**src/rtl/branch_predictor.sv**
```systemverilog
// Branch target buffer with 2-bit saturating direction counters and perf counters.
// Latency: lookup is combinational (0 cycles); updates and stats commit at the next rising edge.
// Backpressure: none; one resolved branch is accepted every cycle, flush drops a same-cycle update.
module branch_predictor #(
  parameter int XLEN    = 32,
  parameter int ENTRIES = 16,
  parameter int TAG_W   = 8,
  parameter int CNT_W   = 2,
  parameter int STAT_W  = 16
) (
  input  logic              clk_i,
  input  logic              rst_n_i,
  input  logic              flush_i,
  input  logic [XLEN-1:0]   lk_pc_i,
  output logic              lk_hit_o,
  output logic              lk_taken_o,
  output logic [XLEN-1:0]   lk_target_o,
  input  logic              upd_valid_i,
  input  logic [XLEN-1:0]   upd_pc_i,
  input  logic              upd_taken_i,
  input  logic [XLEN-1:0]   upd_target_i,
  input  logic              upd_pred_taken_i,
  input  logic [XLEN-1:0]   upd_pred_target_i,
  output logic              mispredict_o,
  output logic [STAT_W-1:0] stat_branches_o,
  output logic [STAT_W-1:0] stat_mispred_o
);

  localparam int IDX_W  = $clog2(ENTRIES);
  localparam int TAG_LO = IDX_W + 2;
  localparam int TAG_HI = IDX_W + 2 + TAG_W - 1;

  // Weakly not-taken (01..1) is the reset/flush value; weakly taken (10..0) is the allocation value.
  localparam logic [CNT_W-1:0]  CNT_WNT  = {1'b0, {(CNT_W-1){1'b1}}};
  localparam logic [CNT_W-1:0]  CNT_WT   = {1'b1, {(CNT_W-1){1'b0}}};
  localparam logic [CNT_W-1:0]  CNT_MAX  = {CNT_W{1'b1}};
  localparam logic [CNT_W-1:0]  CNT_ZERO = '0;
  localparam logic [CNT_W-1:0]  CNT_ONE  = CNT_W'(1);
  localparam logic [STAT_W-1:0] STAT_MAX = {STAT_W{1'b1}};
  localparam logic [STAT_W-1:0] STAT_ONE = STAT_W'(1);

  logic             r_valid  [ENTRIES];
  logic [TAG_W-1:0] r_tag    [ENTRIES];
  logic [XLEN-1:0]  r_target [ENTRIES];
  logic [CNT_W-1:0] r_cnt    [ENTRIES];

  logic [STAT_W-1:0] r_stat_br;
  logic [STAT_W-1:0] r_stat_mp;

  logic [IDX_W-1:0] w_lk_idx;
  logic [TAG_W-1:0] w_lk_tag;
  logic [IDX_W-1:0] w_upd_idx;
  logic [TAG_W-1:0] w_upd_tag;
  logic             w_lk_hit;
  logic             w_upd_hit;
  logic             w_unused_pc_bits;

  assign w_lk_idx  = lk_pc_i[IDX_W+1:2];
  assign w_lk_tag  = lk_pc_i[TAG_HI:TAG_LO];
  assign w_upd_idx = upd_pc_i[IDX_W+1:2];
  assign w_upd_tag = upd_pc_i[TAG_HI:TAG_LO];

  // Byte offset and PC bits above the tag take no part in indexing or matching.
  assign w_unused_pc_bits = ^{lk_pc_i[1:0], lk_pc_i[XLEN-1:TAG_HI+1],
                              upd_pc_i[1:0], upd_pc_i[XLEN-1:TAG_HI+1]};

  // Lookup reads the registered table only, so a same-cycle update is never bypassed.
  always_comb begin
    w_lk_hit    = r_valid[w_lk_idx] && (r_tag[w_lk_idx] == w_lk_tag);
    w_upd_hit   = r_valid[w_upd_idx] && (r_tag[w_upd_idx] == w_upd_tag);
    lk_hit_o    = w_lk_hit;
    lk_taken_o  = w_lk_hit && r_cnt[w_lk_idx][CNT_W-1];
    lk_target_o = w_lk_hit ? r_target[w_lk_idx] : '0;
  end

  // Wrong direction, or right "taken" direction with the wrong target.
  assign mispredict_o = upd_valid_i &&
                        ((upd_pred_taken_i != upd_taken_i) ||
                         (upd_taken_i && (upd_pred_target_i != upd_target_i)));

  // Table update: flush beats update; a not-taken miss does not allocate.
  always_ff @(posedge clk_i or negedge rst_n_i) begin
    if (!rst_n_i) begin
      for (int i = 0; i < ENTRIES; i++) begin
        r_valid[i]  <= 1'b0;
        r_tag[i]    <= '0;
        r_target[i] <= '0;
        r_cnt[i]    <= CNT_WNT;
      end
    end else if (flush_i) begin
      for (int i = 0; i < ENTRIES; i++) begin
        r_valid[i] <= 1'b0;
        r_cnt[i]   <= CNT_WNT;
      end
    end else if (upd_valid_i) begin
      if (w_upd_hit) begin
        if (upd_taken_i) begin
          if (r_cnt[w_upd_idx] != CNT_MAX) r_cnt[w_upd_idx] <= r_cnt[w_upd_idx] + CNT_ONE;
          r_target[w_upd_idx] <= upd_target_i;
        end else begin
          if (r_cnt[w_upd_idx] != CNT_ZERO) r_cnt[w_upd_idx] <= r_cnt[w_upd_idx] - CNT_ONE;
        end
      end else if (upd_taken_i) begin
        r_valid[w_upd_idx]  <= 1'b1;
        r_tag[w_upd_idx]    <= w_upd_tag;
        r_target[w_upd_idx] <= upd_target_i;
        r_cnt[w_upd_idx]    <= CNT_WT;
      end
    end
  end

  // Saturating perf counters; they count every resolved branch, flushed or not.
  always_ff @(posedge clk_i or negedge rst_n_i) begin
    if (!rst_n_i) begin
      r_stat_br <= '0;
      r_stat_mp <= '0;
    end else if (upd_valid_i) begin
      if (r_stat_br != STAT_MAX) r_stat_br <= r_stat_br + STAT_ONE;
      if (mispredict_o && (r_stat_mp != STAT_MAX)) r_stat_mp <= r_stat_mp + STAT_ONE;
    end
  end

  assign stat_branches_o = r_stat_br;
  assign stat_mispred_o  = r_stat_mp;

endmodule

```
**config.mk**
```make
export PLATFORM = sky130hd
export DESIGN_NAME = branch_predictor
export DESIGN_NICKNAME = d
export VERILOG_FILES = /design/src/rtl/branch_predictor.sv
export SDC_FILE = /design/constraint.sdc
export NUM_CORES = 1
export LEC_CHECK = 0
export CORE_MARGIN = 8
export CORE_UTILIZATION = 45
export CTS_CLUSTER_SIZE = 30
export DETAILED_ROUTE_END_ITERATION = 10
export GPL_ROUTABILITY_DRIVEN = 0
export MAX_ROUTING_LAYER = met4
export PLACE_DENSITY = 0.67
export SYNTH_ARGS = -nofsm -noshare
export SYNTH_HDL_FRONTEND = slang
export SYNTH_SLANG_ARGS = --single-unit
```
**constraint.sdc**
```tcl
create_clock -name clk_i -period 7.45 [get_ports clk_i]
set_clock_uncertainty 0.2 [all_clocks]
set_input_delay 1.1175 -clock clk_i [delete_from_list [all_inputs] [get_ports clk_i]]
set_output_delay 1.1175 -clock clk_i [all_outputs]
set_load 0.03 [all_outputs]
```
==> results of run 1 <==
==> cells in the mapped netlist (3+ instances only) <==
| cell | instances | area (um2) |
|---|---|---|
| nand3_1 | 15 | 75.1 |
| dfstp_2 | 16 | 420 |
| buf_2 | 38 | 190 |
| o32ai_2 | 5 | 81.3 |
| nor3_1 | 8 | 40.0 |
| buf_4 | 3 | 22.5 |
| clkbuf_1 | 113 | 424 |
| and4_1 | 3 | 26.3 |
| xnor2_1 | 33 | 289 |
| o21ai_0 | 3 | 15.0 |
| nand4_1 | 13 | 81.3 |
| a21oi_1 | 3 | 15.0 |
| mux2i_1 | 40 | 400 |
| ha_1 | 4 | 50.1 |
| xor2_1 | 45 | 394 |
| buf_1 | 44 | 165 |
| nor2b_1 | 19 | 119 |
| mux2_2 | 643 | 7240 |
| mux4_2 | 248 | 5590 |
| nor4_1 | 7 | 43.8 |
| dfrtp_1 | 704 | 17600 |
| o32ai_1 | 27 | 236 |
| nand2_1 | 70 | 263 |
| and3_1 | 46 | 288 |
| nor2_1 | 60 | 225 |
| buf_6 | 5 | 56.3 |
| nand2b_1 | 9 | 56.3 |
| a221oi_1 | 4 | 35.0 |
| a22oi_1 | 6 | 45.0 |
| inv_1 | 24 | 90.1 |
| a31oi_1 | 16 | 100 |
| and2_1 | 8 | 50.1 |
==> registers in the layout, indices dropped and copies added (netlist names) <==
| name | flops |
|---|---|
| stat_branches_o | 16 |
| r_cnt | 32 |
| r_tag | 128 |
| stat_mispred_o | 16 |
| r_target | 512 |
| r_valid | 16 |
==> cells in the final DEF (no fill, tap or decap), types with 19 or more instances in the layout <==
| master | synthesis | layout |
|---|---|---|
| clkdlybuf4s50_1 | 0 | 152 |
| nor2b_1 | 19 | 19 |
| xor2_1 | 45 | 45 |
| nand2_1 | 70 | 59 |
| and3_1 | 46 | 46 |
| nor2_1 | 60 | 55 |
| clkbuf_16 | 0 | 79 |
| xnor2_1 | 33 | 33 |
| mux4_2 | 248 | 248 |
| dfrtp_1 | 704 | 704 |
| mux2_2 | 643 | 643 |
| clkbuf_1 | 113 | 24 |
| buf_4 | 3 | 49 |
| inv_1 | 24 | 24 |
| o32ai_1 | 27 | 27 |
| mux2i_1 | 40 | 40 |
==> worst min-delay path by stage <==
stage	startpoint	end	slack [ns]	cells after the start
6_report	stat_branches_o[11]$_DFFE_PN0P_	stat_branches_o[11]$_DFFE_PN0P_	0.30	1
5_1_grt	r_target[319]$_DFFE_PN0P_	r_target[319]$_DFFE_PN0P_	0.31	1
4_1_cts	stat_mispred_o[10]$_DFFE_PN0P_	stat_mispred_o[10]$_DFFE_PN0P_	0.30	1
3_5_place_dp	stat_mispred_o[10]$_DFFE_PN0P_	stat_mispred_o[10]$_DFFE_PN0P_	0.28	1
3_3_place_gp	stat_mispred_o[10]$_DFFE_PN0P_	stat_mispred_o[10]$_DFFE_PN0P_	0.28	1
2_1_floorplan	r_tag[34]$_DFFE_PN0P_	r_tag[34]$_DFFE_PN0P_	0.27	1
==> layout make-up <==
cell class / instances / area [um2] / share of cell area
tap: 1040 / 1300 / 0.0325
clock inverter: 23 / 228 / 0.00569
sequential: 720 / 18000 / 0.451
multi-input combinational: 1353 / 16000 / 0.401
timing repair buffer: 211 / 2030 / 0.0506
antenna: 2 / 5.00 / 0.000125
inverter: 24 / 90.1 / 0.00225
clock buffer: 119 / 2290 / 0.0572
==> kinds of logic after synthesis <==
family / count (synthesis) / synth area share
muxes: 932 / 0.379
DFF: 720 / 0.516
and+or+nand+nor: 264 / 0.0379
buffers and inverters: 228 / 0.0276
xor gates and xnor gates: 78 / 0.0195
AOI/OAI and AO/OA: 75 / 0.0189
adders and majority gates: 4 / 0.00143
==> routing by layer <==
layer  global-route usage  vias to the layer above  wire length (um)
met5                    -                        -                 0
met4               0.0671                        0              2750
met3               0.0359                      179              4500
met2                0.360                      573             46800
met1                0.284                    11400             39000
li1                     -                     8811                 -
==> stage by stage <==
stage	hold WS (ns)	cells
after floorplan	0.270	2301
after global placement	0.275	3348
after detailed placement	0.285	3348
after CTS	0.297	3490
after global routing	0.310	3492
final	0.297	3492
==> power groups by stage <==
stage          combinational, mW  sequential [mW]  clock, mW
2_1_floorplan               1.00             4.74          0
3_3_place_gp                1.46             4.72          0
3_5_place_dp                1.51             4.77          0
4_1_cts                     1.52             4.70       3.87
5_1_grt                     1.61             4.77       4.03
6_report                    1.50             4.71       3.79
==> impl_metrics.env, run 1 <==
export IMPL_crit_required_ns=6.13
export IMPL_timing_final_crit_share=0.856
export IMPL_cp_start_kind="primary input"
export IMPL_critPathSlowestCell="buf_4"
export IMPL_syn_to_final_growth_pct=14.4
export IMPL_status="completed"
export IMPL_rsz0062_at_grt="no"
export IMPL_worst_slew_pin_slew_ns=1.13
export IMPL_grt_pass1_vias=22700
export IMPL_post_cts_resize_count=0
export IMPL_postCtsSetupBuffers=0
export IMPL_timing_rr_end="r_tag[15]$_DFFE_PN0P_"
export IMPL_fp_row_count=102
export IMPL_clock_path_buffers=3
export IMPL_rrSetupSlack_ns=3.10
export IMPL_worstPathCellList="buf_8 -> buf_12 -> buf_4 -> mux4_2 -> mux4_2 -> and3_1 -> clkdlybuf4s50_1"
export IMPL_crit_fanout=85
export IMPL_numCtsBuffers=79
export IMPL_maxSlewHeadroom=0.246
export IMPL_max_freq_mhz=157
export IMPL_clk_latency_ns=0.64
export IMPL_max_stage_delay_ns=0.68
export IMPL_drc_errors=0
export IMPL_max_cap_violations=0
export IMPL_finalPower_mw=10.0
export IMPL_drtPass1Iterations=7
export IMPL_synth_edff_count=0
export IMPL_cellPowerDensity_nw_per_um2=250
export IMPL_leakage_nw=17.8
export IMPL_path_buf_inv=4
export IMPL_critPathKind="in -> out"
export IMPL_portBuffers=160
export IMPL_grt_overflow=0
export IMPL_die_y_um=295
export IMPL_num_vias=21000
export IMPL_yosysUniqueCellTypes=49
export IMPL_antenna_found_initial=4
export IMPL_wl_per_cell_um=26.7
export IMPL_drt_wl_total_um=93100
export IMPL_drt_iter0_drc=1547
export IMPL_synthArstFlopShare=1.00
export IMPL_yosysWarnings=0
export IMPL_dp_slack_ns=0.938
export IMPL_fin_util=0.518
export IMPL_n_fill_cell=6322
export IMPL_gr_usage_all_layers=0.221
export IMPL_clkSinkCount=720
export IMPL_die_area_um2=86900
export IMPL_post_dp_cell_area_um2=37500
export IMPL_synth_nets=2439
export IMPL_cp_arrival_ns=5.06
export IMPL_clock_power_share=0.379
export IMPL_htreeDepth=3
export IMPL_start_util=0.453
export IMPL_hold_buffers=0
export IMPL_tns_ns=0
export IMPL_cts_tree="yes"
export IMPL_rr_startpoint="r_tag[93]$_DFFE_PN0P_"
export IMPL_grt_pass1_wl_um=143000
export IMPL_reg2reg_depth=9
export IMPL_peakVddDrop_uv=207
export IMPL_hold_viol=0
export IMPL_antenna_left=0
export IMPL_syn_avg_cell_area_um2=15.2
export IMPL_min_period_ns=6.38
export IMPL_ys_seq_area_frac=0.516
export IMPL_slew_violations=0
export IMPL_p_sw_frac=0.259
export IMPL_synthCells=2301
export IMPL_endpoint="lk_taken_o"
export IMPL_end_kind="output pin"
export IMPL_root_buffer="clkbuf_16"
export IMPL_crit_start="lk_pc_i[2]"
export IMPL_core_um2=77200
export IMPL_cp_top_family="buffers and inverters"
export IMPL_setup_viol=0
export IMPL_fp_dieW_um=295
export IMPL_clkTransAtPathRegs_ns=0.05
export IMPL_syn_area_um2=35000
export IMPL_p_int_mw=7.41
export IMPL_ys_ff_latch=720
export IMPL_cp_num_cells=7
export IMPL_sequentialPowerShare=0.471
export IMPL_design_area_um2=40000
export IMPL_p_comb_frac=0.150
export IMPL_cp_common_cell="mux4_2"
export IMPL_worst_slack_ns=1.07
export IMPL_vias_per_cell=6.01
export IMPL_io_pins=201
export IMPL_nets=2527
export IMPL_p_switching_mw=2.59
export IMPL_grt_max_degree=180
export IMPL_drive_above_1_share=0.453
export IMPL_hpwl_um=54700
export IMPL_holdCritPathClass="reg -> reg"
export IMPL_synthFlopType="dfrtp_1"
Note: power is estimated with default switching activity, not from simulation.
==> run 2: changes to the inputs <==
- CAP_MARGIN: unset -> 40
==> impl_metrics.env, run 2 (synthesis results as in run 1) <==
export IMPL_crit_fanout=85
export IMPL_numCtsBuffers=79
export IMPL_finalPower_mw=10.4
export IMPL_antenna_left=0
export IMPL_hold_viol=0
export IMPL_status="completed"
export IMPL_post_cts_resize_count=0
export IMPL_core_um2=77200
export IMPL_maxSlewHeadroom=0.304
export IMPL_slew_violations=0
export IMPL_holdCritPathClass="reg -> reg"
export IMPL_leakage_nw=18.0
export IMPL_drive_above_1_share=0.460
export IMPL_start_util=0.453
export IMPL_portBuffers=160
export IMPL_peakVddDrop_uv=171
export IMPL_drtPass1Iterations=5
export IMPL_syn_to_final_growth_pct=15.5
export IMPL_grt_pass1_vias=22900
export IMPL_grt_overflow=0
export IMPL_min_period_ns=6.44
export IMPL_critPathKind="in -> out"
export IMPL_rsz0062_at_grt="no"
export IMPL_worstPathCellList="buf_8 -> buf_12 -> buf_4 -> mux4_2 -> mux4_2 -> and3_1 -> clkdlybuf4s50_1"
export IMPL_grt_max_degree=180
export IMPL_cp_start_kind="primary input"
export IMPL_clock_path_buffers=3
export IMPL_drt_wl_total_um=93200
export IMPL_cellPowerDensity_nw_per_um2=257
export IMPL_final_common_cell="dfrtp_1"
export IMPL_hpwl_um=54900
export IMPL_root_buffer="clkbuf_16"
export IMPL_design_area_um2=40400
export IMPL_fin_util=0.523
export IMPL_clk_latency_ns=0.64
export IMPL_wl_per_cell_um=26.6
export IMPL_worst_slack_ns=1.01
export IMPL_nets=2533
export IMPL_htreeDepth=3
export IMPL_cts_tree="yes"
export IMPL_critPathSlowestCell="buf_4"
export IMPL_end_kind="output pin"
export IMPL_vias_per_cell=5.98
export IMPL_max_cap_violations=0
export IMPL_max_freq_mhz=155
export IMPL_layout_common_cells="dfrtp_1, mux2_2, mux4_2, clkdlybuf4s50_1, clkbuf_16"
export IMPL_die_area_um2=86900
export IMPL_num_vias=20900
export IMPL_drc_errors=0
export IMPL_worst_slew_pin_slew_ns=1.04
export IMPL_dp_slack_ns=0.942
export IMPL_n_fill_cell=6236
export IMPL_antenna_found_initial=2
export IMPL_die_y_um=295
export IMPL_largest_register_ffs=512
export IMPL_hold_buffers=0
export IMPL_tns_ns=0
export IMPL_gr_usage_all_layers=0.222
export IMPL_setup_viol=0
export IMPL_fp_row_count=102
export IMPL_path_buf_inv=4
export IMPL_grt_pass1_wl_um=144000
export IMPL_crit_required_ns=6.13
export IMPL_postCtsSetupBuffers=0
export IMPL_clkSinkCount=720
export IMPL_max_stage_delay_ns=0.68
export IMPL_regMostFlops="r_target"
export IMPL_post_dp_cell_area_um2=37600
export IMPL_io_pins=201
export IMPL_fp_dieW_um=295
export IMPL_cp_common_cell="mux4_2"
export IMPL_drt_iter0_drc=1474
export IMPL_cp_top_family="buffers and inverters"
export IMPL_top_regs="r_target x512, r_tag x128, r_cnt x32"
export IMPL_clkTransAtPathRegs_ns=0.06
export IMPL_cp_arrival_ns=5.12
export IMPL_timing_final_crit_share=0.865
[run 2: cell types whose count changed in the layout (fill, tap and decap cells not counted), sizes merged]
cell      change
bufinv       +10
clkinvlp      +2
diode         +1
clkinv        +2
clkbuf       -10
buf           +5
inv           -2
[run 2: layer usage]
layer | vias to the layer above | GRT usage | routed length (um)
li1 | 8830 | - | -
met2 | 578 | 0.366 | 47200
met5 | - | - | 0
met4 | 0 | 0.0711 | 2850
met1 | 11300 | 0.282 | 38600
met3 | 176 | 0.0358 | 4520
[run 2: final timing paths]
kind                                                start                              to  slack (ns)  cells past startpoint
setup / recovery                               lk_pc_i[2]                      lk_taken_o        1.01                      7
hold reg to reg            stat_mispred_o[10]$_DFFE_PN0P_  stat_mispred_o[10]$_DFFE_PN0P_        0.30                      1
hold / removal             stat_mispred_o[10]$_DFFE_PN0P_  stat_mispred_o[10]$_DFFE_PN0P_        0.30                      1
setup reg to reg                    r_tag[69]$_DFFE_PN0P_           r_tag[33]$_DFFE_PN0P_        3.10                      9
min in group asynchronous                         rst_n_i          r_tag[122]$_DFFE_PN0P_        0.38                      1
max in group asynchronous                         rst_n_i       r_target[329]$_DFFE_PN0P_        5.15                      2
[run 2: area by class of cell]
cell class	instances	area (um2)	share of cell area
diodes	3	7.51	0.000186
multi-input cells	1353	16000	0.397
clock inverters	35	543	0.0134
well taps	1040	1300	0.0322
inverters	24	90.1	0.00223
flip-flops and latches	720	18000	0.447
clock buffers	108	2270	0.0561
repair buffers	217	2110	0.0523
[run 2: report_power, final]
part	switching [mW]	internal [mW]	leakage [nW]
sequential	0.297	4.41	9.54
combinational	0.651	0.853	7.06
clock	1.67	2.51	1.38
[run 2: per-stage QoR]
stage	std cells	hold slack, ns
6_report	3500	0.298
5_1_grt	3499	0.311
4_1_cts	3496	0.297
3_5_place_dp	3353	0.285
3_3_place_gp	3348	0.275
2_1_floorplan	2301	0.270
